## src/rtl/ipu_input_unit_if.sv

```systemverilog
// ============================================================================
// Module   : ipu_input_unit_if
// Brief    : Button, cursor and interrupt-handshake bundle between the board,
//            the input processing unit and the processor core.
// Revision : 1.0  initial release
// ============================================================================
`default_nettype none

interface ipu_input_unit_if;
    logic       btn_next;
    logic       btn_prev;
    logic       btn_sel;
    logic       int_ack;
    logic       ipu_int;
    logic [3:0] grid_coord;
    logic [3:0] cursor;

    // Board/core side: drives the raw buttons and the acknowledge.
    modport master (
        output btn_next, btn_prev, btn_sel, int_ack,
        input  ipu_int, grid_coord, cursor
    );

    // Input unit side.
    modport slave (
        input  btn_next, btn_prev, btn_sel, int_ack,
        output ipu_int, grid_coord, cursor
    );
endinterface

`default_nettype wire

```

## src/rtl/ipu_input_unit.sv

```systemverilog
// ============================================================================
// Module   : ipu_input_unit
// Brief    : Debounces three pushbuttons, moves a 3x3 cursor and raises an
//            interrupt with the selected cell until the core acknowledges.
// Revision : 1.0  initial release
// ============================================================================
`default_nettype none

module ipu_input_unit #(
    parameter int DEBOUNCE_CYCLES = 500000,
    parameter int CNT_W           = 20
) (
    input  wire logic          clk,
    input  wire logic          rst,
    ipu_input_unit_if.slave    bus
);

    localparam logic [CNT_W-1:0] c_cnt_max  = CNT_W'(DEBOUNCE_CYCLES - 1);
    localparam logic [3:0]       c_cell_max = 4'd8;

    typedef enum logic [1:0] {
        ST_IDLE    = 2'd0,
        ST_PEND    = 2'd1,
        ST_RELEASE = 2'd2
    } state_t;

    // Bit order: 0 = next, 1 = prev, 2 = sel.
    logic [2:0] w_raw;
    logic [2:0] w_press;

    assign w_raw = {bus.btn_sel, bus.btn_prev, bus.btn_next};

    generate
        for (genvar g = 0; g < 3; g++) begin : g_btn
            logic             r_s1;
            logic             r_s2;
            logic             r_stable;
            logic             r_press;
            logic [CNT_W-1:0] r_cnt;

            always_ff @(posedge clk) begin
                if (!rst) begin
                    r_s1     <= 1'b1;
                    r_s2     <= 1'b1;
                    r_stable <= 1'b1;
                    r_press  <= 1'b0;
                    r_cnt    <= '0;
                end else begin
                    r_s1    <= w_raw[g];
                    r_s2    <= r_s1;
                    r_press <= 1'b0;
                    if (r_s2 == r_stable) begin
                        r_cnt <= '0;
                    end else if (r_cnt == c_cnt_max) begin
                        // Level accepted; a 1->0 flip is a press, 0->1 is silent.
                        r_stable <= r_s2;
                        r_cnt    <= '0;
                        r_press  <= r_stable;
                    end else begin
                        r_cnt <= r_cnt + 1'b1;
                    end
                end
            end

            assign w_press[g] = r_press;
        end
    endgenerate

    logic       w_next;
    logic       w_prev;
    logic       w_sel;
    logic [3:0] r_cursor;
    logic [3:0] w_cursor_nxt;
    logic [3:0] r_coord;
    state_t     r_state;
    state_t     w_state_nxt;
    logic       w_load_coord;

    assign w_next = w_press[0];
    assign w_prev = w_press[1];
    assign w_sel  = w_press[2];

    always_comb begin
        w_cursor_nxt = r_cursor;
        if (w_next && !w_prev) begin
            w_cursor_nxt = (r_cursor == c_cell_max) ? 4'd0 : r_cursor + 4'd1;
        end else if (w_prev && !w_next) begin
            w_cursor_nxt = (r_cursor == 4'd0) ? c_cell_max : r_cursor - 4'd1;
        end
    end

    // RELEASE waits for ack to drop so a held ack cannot re-trigger.
    always_comb begin
        w_state_nxt  = r_state;
        w_load_coord = 1'b0;
        case (r_state)
            ST_IDLE: begin
                if (w_sel) begin
                    w_state_nxt  = ST_PEND;
                    w_load_coord = 1'b1;
                end
            end
            ST_PEND: begin
                if (bus.int_ack) begin
                    w_state_nxt = ST_RELEASE;
                end
            end
            ST_RELEASE: begin
                if (!bus.int_ack) begin
                    w_state_nxt = ST_IDLE;
                end
            end
            default: w_state_nxt = ST_IDLE;
        endcase
    end

    always_ff @(posedge clk) begin
        if (!rst) begin
            r_state  <= ST_IDLE;
            r_cursor <= 4'd0;
            r_coord  <= 4'd0;
        end else begin
            r_state  <= w_state_nxt;
            r_cursor <= w_cursor_nxt;
            // Captures the pre-move cursor when sel and a move coincide.
            if (w_load_coord) begin
                r_coord <= r_cursor;
            end
        end
    end

    assign bus.ipu_int    = (r_state == ST_PEND);
    assign bus.grid_coord = r_coord;
    assign bus.cursor     = r_cursor;

endmodule

`default_nettype wire

```

## src/flat_wrapper.sv

```systemverilog
// flat-port wrapper written by rule: the top's interface ports become plain ports
module ipu_input_unit_flat 
#(
    parameter int DEBOUNCE_CYCLES = 500000,
    parameter int CNT_W           = 20
)
  (clk, rst, bus_btn_next, bus_btn_prev, bus_btn_sel, bus_int_ack, bus_ipu_int, bus_grid_coord, bus_cursor);
  ipu_input_unit_if bus_i ();
  input  wire logic clk;
  input  wire logic rst;
  input wire logic [$bits(bus_i.btn_next)-1:0] bus_btn_next;
  input wire logic [$bits(bus_i.btn_prev)-1:0] bus_btn_prev;
  input wire logic [$bits(bus_i.btn_sel)-1:0] bus_btn_sel;
  input wire logic [$bits(bus_i.int_ack)-1:0] bus_int_ack;
  output wire logic [$bits(bus_i.ipu_int)-1:0] bus_ipu_int;
  output wire logic [$bits(bus_i.grid_coord)-1:0] bus_grid_coord;
  output wire logic [$bits(bus_i.cursor)-1:0] bus_cursor;
  assign bus_i.btn_next = bus_btn_next;
  assign bus_i.btn_prev = bus_btn_prev;
  assign bus_i.btn_sel = bus_btn_sel;
  assign bus_i.int_ack = bus_int_ack;
  assign bus_ipu_int = bus_i.ipu_int;
  assign bus_grid_coord = bus_i.grid_coord;
  assign bus_cursor = bus_i.cursor;
  ipu_input_unit #(.DEBOUNCE_CYCLES(DEBOUNCE_CYCLES), .CNT_W(CNT_W)) u_core (.clk(clk), .rst(rst), .bus(bus_i));
endmodule
```

## config.mk

```make
export PLATFORM = sky130hd
export DESIGN_NAME = ipu_input_unit_flat
export DESIGN_NICKNAME = d
export VERILOG_FILES = /design/src/rtl/ipu_input_unit_if.sv /design/src/rtl/ipu_input_unit.sv /design/src/flat_wrapper.sv
export SDC_FILE = /design/constraint.sdc
export NUM_CORES = 1
export LEC_CHECK = 0
export BUFFER_PORTS_ARGS = -buffer_cell sky130_fd_sc_hd__buf_2
export CORE_MARGIN = 2
export CORE_UTILIZATION = 54
export CTS_CLUSTER_DIAMETER = 80
export DETAILED_ROUTE_END_ITERATION = 8
export PLACE_DENSITY_LB_ADDON = 0.15
export SLEW_MARGIN = 20
export SYNTH_ARGS = -nofsm -noshare
export SYNTH_HDL_FRONTEND = slang
export SYNTH_SLANG_ARGS = --single-unit
```

## constraint.sdc

```tcl
create_clock -name clk -period 3.4 [get_ports clk]
set_input_delay 0.51 -clock clk [delete_from_list [all_inputs] [get_ports clk]]
set_output_delay 0.51 -clock clk [all_outputs]
set_load 0.01 [all_outputs]
```

==> results of run 1 <==
## synth_stat cells (all sizes together)
library cell / number
dfxtp: 82
inv: 13
a211o: 1
a2111oi: 1
clkbuf: 8
o21ai: 7
nand3b: 1
o31ai: 7
and3: 7
nor2b: 3
o311a: 1
a21oi: 15
nand2: 29
xnor2: 20
nor4: 17
nor3: 7
a311oi: 2
a2bb2oi: 1
or2: 3
or4: 7
or3: 9
a21boi: 1
nor2: 63
xor2: 25
mux2i: 7
or3b: 1
nor4b: 3
nand4: 23
o311ai: 1
ha: 6
nand4b: 1
mux2: 1
o22ai: 1
o21bai: 3
nor3b: 3
and4: 6
buf: 8
nand2b: 7
and2: 2
nand3: 20
a31oi: 4
a21o: 1
a221oi: 1
## final cells by class
class	count	area share
flip-flops and latches	82	0.402
multi-input cells	318	0.489
clock inverters	6	0.0156
repair buffers	15	0.0190
clock buffers	10	0.0337
inverters	13	0.0119
well taps	96	0.0294
## cell families after synthesis
family | synth area share
AOI/OAI and AO/OA | 0.0859
xor gates and xnor gates | 0.104
adders and majority gates | 0.0199
buffers and inverters | 0.0358
DFF | 0.435
muxes | 0.0216
and+or+nand+nor | 0.297
## metrics by stage
stage / power (mW) / util / hold WS (ns) / std cells / worst slack [ns]
2_1_floorplan: 1.00 / - / 0.386 / 429 / 1.59
3_3_place_gp: 1.01 / 0.572 / 0.390 / 524 / 1.33
3_5_place_dp: 1.01 / 0.572 / 0.396 / 524 / 1.30
4_1_cts: 1.72 / 0.601 / 0.329 / 540 / 1.27
5_1_grt: 1.76 / 0.601 / 0.332 / 540 / 0.984
6_report: 1.70 / 0.601 / 0.341 / 540 / 1.28
## how the worst max path moves through the flow
stage,endpoint,startpoint,slack [ns],depth (start not counted)
detailed placement,u_core.g_btn[0].r_cnt[9],u_core.g_btn[0].r_cnt[0],1.30,6
finish,u_core.g_btn[0].r_cnt[9],u_core.g_btn[0].r_cnt[0],1.28,6
global route,u_core.g_btn[0].r_cnt[9],u_core.g_btn[0].r_cnt[0],0.98,6
floorplan,u_core.g_btn[0].r_cnt[10],u_core.g_btn[0].r_cnt[0],1.59,6
global placement,u_core.g_btn[0].r_cnt[14],u_core.g_btn[0].r_cnt[0],1.33,6
CTS,u_core.g_btn[0].r_cnt[9],u_core.g_btn[0].r_cnt[0],1.27,6
## routing by layer
metal	GRT usage	vias up	wire length (µm)
met5	0	-	0
met4	0.0853	0	94
met3	0.0405	8	162
met2	0.295	41	3060
met1	0.250	1354	3460
li1	-	1549	-
## worst max-delay path, cell delays in order (launching register included)
cell	delay, ns
dfxtp_1	0.41
ha_1	0.25
nand4_1	0.22
or3_1	0.38
o21bai_1	0.43
buf_4	0.26
nor2_1	0.06
## state kept, by name, summed over array words and instances, names as in the netlist
register and count:
u_core.g_btn.r_s2 3, u_core.r_state 2, u_core.g_btn.r_s1 3, u_core.bus.cursor 4
u_core.bus.grid_coord 4, u_core.g_btn.r_stable 3, u_core.g_btn.r_press 3, u_core.g_btn.r_cnt 60
## power by group
group | total (mW) | internal, mW | switching [mW]
Combinational | 0.0207 | 0.00716 | 0.0135
Sequential | 0.967 | 0.964 | 0.00290
Clock | 0.712 | 0.359 | 0.353
Total | 1.70 | 1.33 | 0.369
## cell usage in the layout, fill, tap and decap left out, types with 2 or more instances in the layout
cell / count
dfxtp_1: 82
nor2_1: 63
nand2_1: 29
xor2_1: 25
nand4_1: 22
xnor2_1: 20
nand3_1: 20
nor4_1: 16
a21oi_1: 14
buf_2: 14
inv_1: 13
clkbuf_8: 10
o21ai_0: 7
or3_1: 7
nor3_1: 7
and3_1: 7
mux2i_1: 7
nand2b_1: 7
and4_1: 6
or4_1: 6
o31ai_1: 6
ha_1: 6
a31oi_1: 4
nor2b_1: 3
nor4b_1: 3
or2_2: 3
nor3b_1: 3
and2_1: 2
o21bai_1: 2
a311oi_1: 2
or3_2: 2
clkinv_2: 2
clkinvlp_4: 2
==> results.sh, run 1 <==
export IMPL_status="complete, no violations"
export IMPL_htree_levels=3
export IMPL_yosys_area_top_type_share=0.435
export IMPL_antenna_found_initial=0
export IMPL_gp_congestion=0.817
export IMPL_initial_core_util=0.555
export IMPL_dieArea_um2=7670
export IMPL_grt_max_degree=20
export IMPL_wl_per_cell_um=12.5
export IMPL_maxSlewViolCount=0
export IMPL_clock_path_buffers=2
export IMPL_io_pins=15
export IMPL_vias=2952
export IMPL_cts_sinks=82
export IMPL_synth_largest_area_cell="dfxtp_1"
export IMPL_startpoint_type="flip-flop"
export IMPL_total_leakage_power_nw=1.30
export IMPL_synthesis_area_um2=3770
export IMPL_syn_inst=429
export IMPL_stdcell_area_um2=4090
export IMPL_fin_crit_ns=2.12
export IMPL_drtAntennaViolNets=0
export IMPL_worst_pin_slew_ns=0.795
export IMPL_nets=451
export IMPL_port_buffers=14
export IMPL_required_ns=3.64
export IMPL_maxCapViolCount=0
export IMPL_cts_repair_resized=0
export IMPL_min_from="bus_btn_sel"
export IMPL_multiInputGateArea_um2=2000
export IMPL_die_height_um=87.6
export IMPL_tns_ns=0
export IMPL_synth_area_per_cell_um2=8.80
export IMPL_synth_seq_cells=82
export IMPL_cts_root_buf="clkbuf_8"
export IMPL_drive_gt1_frac=0.0968
export IMPL_rows=30
export IMPL_clock_fmax_ghz=0.471
export IMPL_rsz0062_at_grt="no"
export IMPL_insertion_delay_ns=0.35
export IMPL_critPathCaptureType="flip-flop"
export IMPL_drt_first_pass_iters=4
export IMPL_grt_pass1_vias=2645
export IMPL_reg2reg_slack_ns=1.28
export IMPL_grt_total_usage=0.188
export IMPL_clk_pin_slew_ns=0.09
export IMPL_whs_endpoint="u_core.g_btn[2].r_s1"
export IMPL_post_dp_hpwl_um=4600
export IMPL_placed_cell_area_um2=3880
export IMPL_worstSetupPathType="reg2reg"
export IMPL_synth_area_leaders="dfxtp_1 (44%), nor2_1 (6.3%), xor2_1 (5.8%), xnor2_1 (4.6%), nand4_1 (3.6%)"
export IMPL_setup_viol_count_final=0
export IMPL_die_width_um=87.6
export IMPL_timing_rr_end="u_core.g_btn[0].r_cnt[9]"
export IMPL_yosysUniqueCellTypes=53
export IMPL_hold_violations=0
export IMPL_antenna_cells=0
export IMPL_ir_drop_uv=196
export IMPL_core_area_um2=6790
export IMPL_hold_depth=2
export IMPL_cts_setup_buffers=0
export IMPL_fill_cells=590
export IMPL_synth_nets=441
export IMPL_via_per_inst=5.47
export IMPL_relSlewSlack=0.465
export IMPL_crit_arrival_ns=2.36
export IMPL_p_per_area_nw_per_um2=416
export IMPL_fin_skew_ns=0.00933
export IMPL_ys_seq_area_frac=0.435
export IMPL_drc_errors=0
export IMPL_reg2reg_depth=6
export IMPL_rr_startpoint="u_core.g_btn[0].r_cnt[0]"
export IMPL_globalRouteOverflowTotal=0
export IMPL_hp_class="in2reg"
export IMPL_area_growth_syn_to_layout_pct=8.29
export IMPL_ys_warn_count=0
export IMPL_path_max_fanout=9
export IMPL_finalWirelength_um=6770
export IMPL_drt_first_iter_violations=91
export IMPL_cts_tree="yes"
export IMPL_grt_pass1_wl_um=11600
export IMPL_cts_buffers=9
export IMPL_regArea_um2=1640
export IMPL_cts_hold_buf=0
export IMPL_period_share=0.624
(Power assumes the default switching activity.)
==> run 2: changes to the inputs <==
Settings changed: ABC_AREA set to 1.
Clock period 3.4 ns to 1.9 ns, I/O delays scaled along.
==> run 2 against run 1 <==
Worst setup slack got worse by 0.98 ns. Non-clock buffer count increased by 1. Via count increased by 21%. Combinational power increased by 66%. Core utilization increased by 0.85 points. Die area increased by 8.8%. First-iteration DRC count increased by 74%. Clock skew increased by 0.0012 ns. Cell area increased by 9.4%. Count of clock-buffer cells in the layout increased by 3. Critical path type unchanged. Largest cell class unchanged.
==> results.sh, run 2 <==
export IMPL_pwr_share_clk=0.421
export IMPL_cts_buffers=9
export IMPL_rr_startpoint="u_core.g_btn[2].r_cnt[0]"
export IMPL_cts_sinks=82
export IMPL_final_common_cell="nand2_1"
export IMPL_synth_area_leaders="dfxtp_1 (40%), nand2_1 (12%), nor2_1 (11%), nand3_1 (5.1%), inv_1 (5.0%)"
export IMPL_timing_rr_end="u_core.g_btn[2].r_cnt[10]"
export IMPL_synthArstFlopShare=0
export IMPL_hold_violations=0
export IMPL_regArea_um2=1640
export IMPL_worstSetupPathType="reg2reg"
export IMPL_p_comb_frac=0.011
export IMPL_crit_arrival_ns=1.85
export IMPL_required_ns=2.14
export IMPL_setup_viol_count_final=0
export IMPL_htree_levels=3
export IMPL_insertion_delay_ns=0.36
export IMPL_dpl_worst_slack_ns=0.307
export IMPL_vias=3583
export IMPL_maxSlewViolCount=0
export IMPL_ir_drop_uv=414
export IMPL_yosysUniqueCellTypes=27
export IMPL_ys_seq_area_frac=0.398
export IMPL_total_leakage_power_nw=1.48
export IMPL_netSwitchingFraction=0.215
export IMPL_io_pins=15
export IMPL_via_per_inst=5.02
export IMPL_port_buffers=14
export IMPL_drt_first_pass_iters=5
export IMPL_path_max_fanout=20
export IMPL_p_sw_uw=655
export IMPL_reg2reg_depth=7
export IMPL_synth_main_ff_cell="dfxtp_1"
export IMPL_dieArea_um2=8350
export IMPL_utilization=0.610
export IMPL_synth_seq_cells=82
export IMPL_maxCapViolCount=0
export IMPL_min_from="bus_btn_prev"
export IMPL_grt_pass1_wl_um=14100
export IMPL_area_growth_syn_to_layout_pct=8.47
export IMPL_relSlewSlack=0.729
export IMPL_multiInputGateArea_um2=2210
export IMPL_startpoint_type="flip-flop"
export IMPL_worst_pin_slew_ns=0.406
export IMPL_reg2reg_slack_ns=0.30
export IMPL_grt_pass1_vias=3238
export IMPL_clock_path_buffers=2
export IMPL_cts_root_buf="clkbuf_8"
export IMPL_antenna_found_initial=0
export IMPL_critPathCaptureType="flip-flop"
export IMPL_cts_tree="yes"
export IMPL_synth_area_per_cell_um2=6.98
export IMPL_fill_cells=694
export IMPL_tns_ns=0
export IMPL_clock_fmax_ghz=0.624
export IMPL_intPower_mw=2.39
export IMPL_die_width_um=91.4
export IMPL_grt_total_usage=0.206
export IMPL_finalWirelength_um=7900
export IMPL_p_per_area_nw_per_um2=681
export IMPL_period_share=0.844
export IMPL_synth_edf_count=0
export IMPL_synthesis_area_um2=4120
export IMPL_drtAntennaViolNets=0
export IMPL_syn_inst=591
export IMPL_stdcell_area_um2=4470
export IMPL_antenna_cells=0
export IMPL_rows=31
export IMPL_synth_most_common_cell="nand2_1"
export IMPL_globalRouteOverflowTotal=0
export IMPL_die_height_um=91.4
export IMPL_hp_class="in2reg"
export IMPL_pwr_share_seq=0.568
export IMPL_initial_core_util=0.562
export IMPL_drc_errors=0
export IMPL_hold_depth=2
export IMPL_cts_setup_buffers=0
export IMPL_whs_endpoint="u_core.g_btn[1].r_s1"
export IMPL_finalWorstSetupSlack_ns=0.297
export IMPL_clk_pin_slew_ns=0.08
export IMPL_cts_hold_buf=0
export IMPL_final_cell_mix="nand2_1 (134), nor2_1 (118), dfxtp_1 (82)"
export IMPL_fin_skew_ns=0.0106
export IMPL_nets=622
export IMPL_core_area_um2=7330
export IMPL_grt_max_degree=21
export IMPL_yosys_area_top_type_share=0.398
export IMPL_synth_nets=603
export IMPL_placed_cell_area_um2=4280
export IMPL_drt_first_iter_violations=158
export IMPL_post_dp_hpwl_um=5810
export IMPL_gp_congestion=0.910
export IMPL_ys_warn_count=0
export IMPL_cts_repair_resized=0
export IMPL_largest_reg_flops=60
export IMPL_status="complete, no violations"
export IMPL_regMostFlops="u_core.g_btn.r_cnt"
export IMPL_drive_gt1_frac=0.127
export IMPL_rsz0062_at_grt="no"
export IMPL_synth_commonest_cells="nand2_1 (134), nor2_1 (118), dfxtp_1 (82), inv_1 (55), nand3_1 (42)"
export IMPL_fin_hold_ws_ns=0.106
export IMPL_synth_largest_area_cell="dfxtp_1"
export IMPL_wl_per_cell_um=11.1
export IMPL_fin_crit_ns=1.60
run 2: cell types whose count changed after synthesis, sizes merged, moves of 16 or more:
cell and change:
a21oi +18, nand2 +116, nand4 -16, nor4 -17, inv +44, nand3 +27, nor2 +76
run 2: cell families (layout without fill, tap and decap cells):
kind of cell / Yosys count / in the layout / synth area share
AOI/OAI and AO/OA: 44 / 44 / 0.0549
xor gates and xnor gates: 34 / 34 / 0.0722
adders and majority gates: 6 / 6 / 0.0182
buffers and inverters: 65 / 89 / 0.0656
DFF: 82 / 82 / 0.398
and+or+nand+nor: 360 / 360 / 0.391
run 2: worst max path at each step:
stage,end,slack (ns),startpoint,cells after the start
2_1_floorplan,u_core.g_btn[2].r_cnt[16],0.55,u_core.g_btn[2].r_cnt[0],7
3_3_place_gp,u_core.g_btn[1].r_cnt[11],0.33,u_core.g_btn[1].r_cnt[0],7
3_5_place_dp,u_core.g_btn[0].r_cnt[13],0.31,u_core.g_btn[0].r_cnt[0],6
4_1_cts,u_core.g_btn[0].r_cnt[13],0.28,u_core.g_btn[0].r_cnt[0],6
5_1_grt,u_core.g_btn[2].r_cnt[4],0.09,u_core.g_btn[2].r_cnt[0],7
6_report,u_core.g_btn[2].r_cnt[10],0.30,u_core.g_btn[2].r_cnt[0],7
run 2: area by class of cell:
cell class,count,area share
multi-input combinational,444,0.494
sequential,82,0.367
inverter,57,0.0478
clock buffer,13,0.0333
tap,99,0.0277
timing repair buffer,16,0.0190
clock inverter,3,0.0106
run 2: power groups by stage:
stage	Combinational (mW)	Sequential (mW)	Clock [mW]
2_1_floorplan	0.0273	1.77	0
3_3_place_gp	0.0349	1.77	0
3_5_place_dp	0.0354	1.77	0
4_1_cts	0.0356	1.73	1.31
5_1_grt	0.0395	1.73	1.38
6_report	0.0343	1.73	1.28
run 2: stage by stage:
stage               power [mW]  cells
finish                    3.05    714
global route              3.15    714
CTS                       3.07    714
detailed placement        1.81    698
global placement          1.80    698
floorplan                 1.80    591
run 2: worst max-delay path: stages, from the launching register on:
cell     delay [ns]
dfxtp_1        0.41
ha_1           0.30
nand3_2        0.15
nor2_1         0.13
nand3_1        0.11
nand3_1        0.09
buf_4          0.24
nor2_1         0.07
run 2: layer usage:
metal	track usage	wire, µm
met1	0.258	3710
met5	0	0
met3	0.0573	383
met2	0.348	3720
met4	0.0581	88
==> run 3: changes to the inputs <==
Clock period 1.9 ns to 1.5 ns, I/O delays scaled along.
==> run 3 against run 2 <==
Total power increased by 37%. Clock skew fell by 0.0052 ns. Sequential power increased by 27%. Die area did not move. Cell area up 4.0%. Combinational power grew 79%. Clock power is 50% higher. Worst setup slack got worse by 0.19 ns. Core utilization grew 2.4 points. Critical path type unchanged. Critical endpoint is now u_core.g_btn[0].r_cnt[13]. Largest power group unchanged.
==> results.sh, run 3 (same netlist as run 2, synthesis figures left out) <==
export IMPL_maxSlewViolCount=0
export IMPL_wl_met1_um=3920
export IMPL_reg2reg_depth=7
export IMPL_fin_crit_ns=1.40
export IMPL_grt_max_degree=21
export IMPL_wl_per_cell_um=11.2
export IMPL_rows=31
export IMPL_final_cell_mix="nand2_1 (134), nor2_1 (116), dfxtp_1 (79)"
export IMPL_io_pins=15
export IMPL_crit_slowest_cell="dfxtp_2"
export IMPL_rr_startpoint="u_core.g_btn[0].r_cnt[1]"
export IMPL_port_buffers=14
export IMPL_fill_cells=676
export IMPL_endpoint="u_core.g_btn[0].r_cnt[13]"
export IMPL_antenna_cells=0
export IMPL_p_comb_frac=0.015
export IMPL_timing_rr_end="u_core.g_btn[0].r_cnt[13]"
export IMPL_setup_worst_path_start="u_core.g_btn[0].r_cnt[1]"
export IMPL_drt_first_pass_iters=4
export IMPL_placed_cell_area_um2=4370
export IMPL_globalRouteOverflowTotal=0
export IMPL_stdcell_count=724
export IMPL_min_from="bus_btn_next"
export IMPL_intPower_mw=3.32
export IMPL_die_height_um=91.4
export IMPL_gp_congestion=0.877
export IMPL_cts_root_buf="clkbuf_8"
export IMPL_p_sw_uw=855
export IMPL_area_growth_syn_to_layout_pct=12.8
export IMPL_multiInputGateArea_um2=2230
export IMPL_p_per_area_nw_per_um2=897
export IMPL_ir_drop_uv=602
export IMPL_path_max_fanout=20
export IMPL_drtAntennaViolNets=0
export IMPL_wl_met2_um=3840
export IMPL_post_dp_hpwl_um=5970
export IMPL_top_layer_used="met4"
export IMPL_cts_sinks=82
export IMPL_clock_fmax_ghz=0.716
export IMPL_path_common_cell="nand3_2"
export IMPL_core_area_um2=7330
export IMPL_initial_core_util=0.562
export IMPL_maxCapViolCount=0
export IMPL_worstSetupPathType="reg2reg"
export IMPL_reg2reg_slack_ns=0.10
export IMPL_stdcell_area_um2=4650
export IMPL_period_share=0.931
export IMPL_largest_reg_flops=60
export IMPL_relSlewSlack=0.758
export IMPL_drt_first_iter_violations=123
export IMPL_clock_path_buffers=2
export IMPL_clk_pin_slew_ns=0.08
export IMPL_pwr_share_seq=0.525
export IMPL_vias=3563
export IMPL_worst_pin_slew_ns=0.361
export IMPL_placed_cells=706
export IMPL_dieArea_um2=8350
export IMPL_regMostFlops="u_core.g_btn.r_cnt"
export IMPL_drc_errors=0
export IMPL_startpoint_type="flip-flop"
export IMPL_htree_levels=3
export IMPL_finalWirelength_um=8120
export IMPL_required_ns=1.74
export IMPL_grt_pass1_vias=3450
export IMPL_cts_tree="yes"
export IMPL_dr_wl_met3_um=244
export IMPL_via_per_inst=4.92
export IMPL_drive_gt1_frac=0.160
export IMPL_grt_pass1_wl_um=14800
export IMPL_hp_class="in2reg"
export IMPL_total_leakage_power_nw=1.57
export IMPL_nets=632
export IMPL_critPathCaptureType="flip-flop"
export IMPL_crit_chain="ha_2 -> nand3_2 -> nor2_1 -> nand3_1 -> nand3_2 -> buf_12 -> a21oi_1"
export IMPL_regArea_um2=1650
export IMPL_cts_buffers=9
export IMPL_netSwitchingFraction=0.205
export IMPL_slowest_delay_ns=0.35
export IMPL_antenna_found_initial=0
export IMPL_hold_violations=0
export IMPL_pwr_share_clk=0.461
export IMPL_insertion_delay_ns=0.35
export IMPL_crit_arrival_ns=1.64
export IMPL_grt_total_usage=0.216
export IMPL_final_common_cell="nand2_1"
export IMPL_status="complete, no violations"
export IMPL_setup_viol_count_final=0
export IMPL_fin_skew_ns=0.00539
export IMPL_die_width_um=91.4
[run 3: cell types whose count changed in the layout (fill, tap and decap cells not counted), sizes merged]
cell / before / now
clkinvlp: 0 / 1
buf: 16 / 26
clkbuf: 13 / 9
clkinv: 1 / 2
bufinv: 1 / 3
[run 3: what timing repair did]
item                                    CTS  global route
buffers inserted                          0             2
hold buffers                              0             0
endpoints found under the setup margin    0            62
gates resized for setup                   0            11
[run 3: power groups by stage]
| stage | Combinational, mW | Clock, mW | Sequential (mW) |
|---|---|---|---|
| floorplan | 0.0346 | 0 | 2.24 |
| global placement | 0.0593 | 0 | 2.24 |
| detailed placement | 0.0607 | 0 | 2.24 |
| CTS | 0.0614 | 1.98 | 2.19 |
| global route | 0.0690 | 2.07 | 2.19 |
| finish | 0.0614 | 1.92 | 2.19 |
[run 3: cell type report]
class | instances | area share
Clock buffer | 9 | 0.0266
Timing Repair Buffer | 26 | 0.0425
Tap cell | 99 | 0.0266
Inverter | 57 | 0.0460
Multi-Input combinational cell | 444 | 0.479
Sequential cell | 82 | 0.354
Clock inverter | 7 | 0.0250
[run 3: per-stage QoR]
step           hold slack [ns]  setup WS [ns]  setup TNS [ns]  power, mW  utilization
6_report                0.0525          0.104               0       4.17        0.634
5_1_grt                 0.0394       -0.00479        -0.00479       4.33        0.634
4_1_cts                 0.0300         0.0394               0       4.23        0.629
3_5_place_dp             0.401         0.0527               0       2.30        0.597
3_3_place_gp             0.398         0.0963               0       2.30        0.597
2_1_floorplan            0.332          0.145               0       2.28            -
[run 3: worst max-delay path, delay by kind of cell (launching register included)]
family	cells	cell delay, ns
AO/OA/AOI/OAI	1	0.05
adder cells (fa/ha/maj)	1	0.19
buffers and inverters	1	0.15
flip-flops	1	0.35
AND/OR/NAND/NOR	4	0.53
[run 3: worst min-delay path by stage]
| stage | to | slack [ns] | depth (start not counted) |
|---|---|---|---|
| after floorplan | u_core.g_btn[0].r_s1 | 0.33 | 1 |
| after global placement | u_core.g_btn[0].r_s2 | 0.40 | 1 |
| after detailed placement | u_core.g_btn[2].r_s2 | 0.40 | 1 |
| after CTS | u_core.g_btn[0].r_s1 | 0.03 | 2 |
| after global routing | u_core.g_btn[1].r_s1 | 0.04 | 2 |
| final | u_core.g_btn[0].r_s1 | 0.05 | 2 |
[run 3: routing by layer]
metal | vias up | track usage
met3 | 11 | 0.0573
met1 | 1598 | 0.272
met5 | - | 0
met4 | 0 | 0.0619
li1 | 1903 | -
met2 | 51 | 0.364
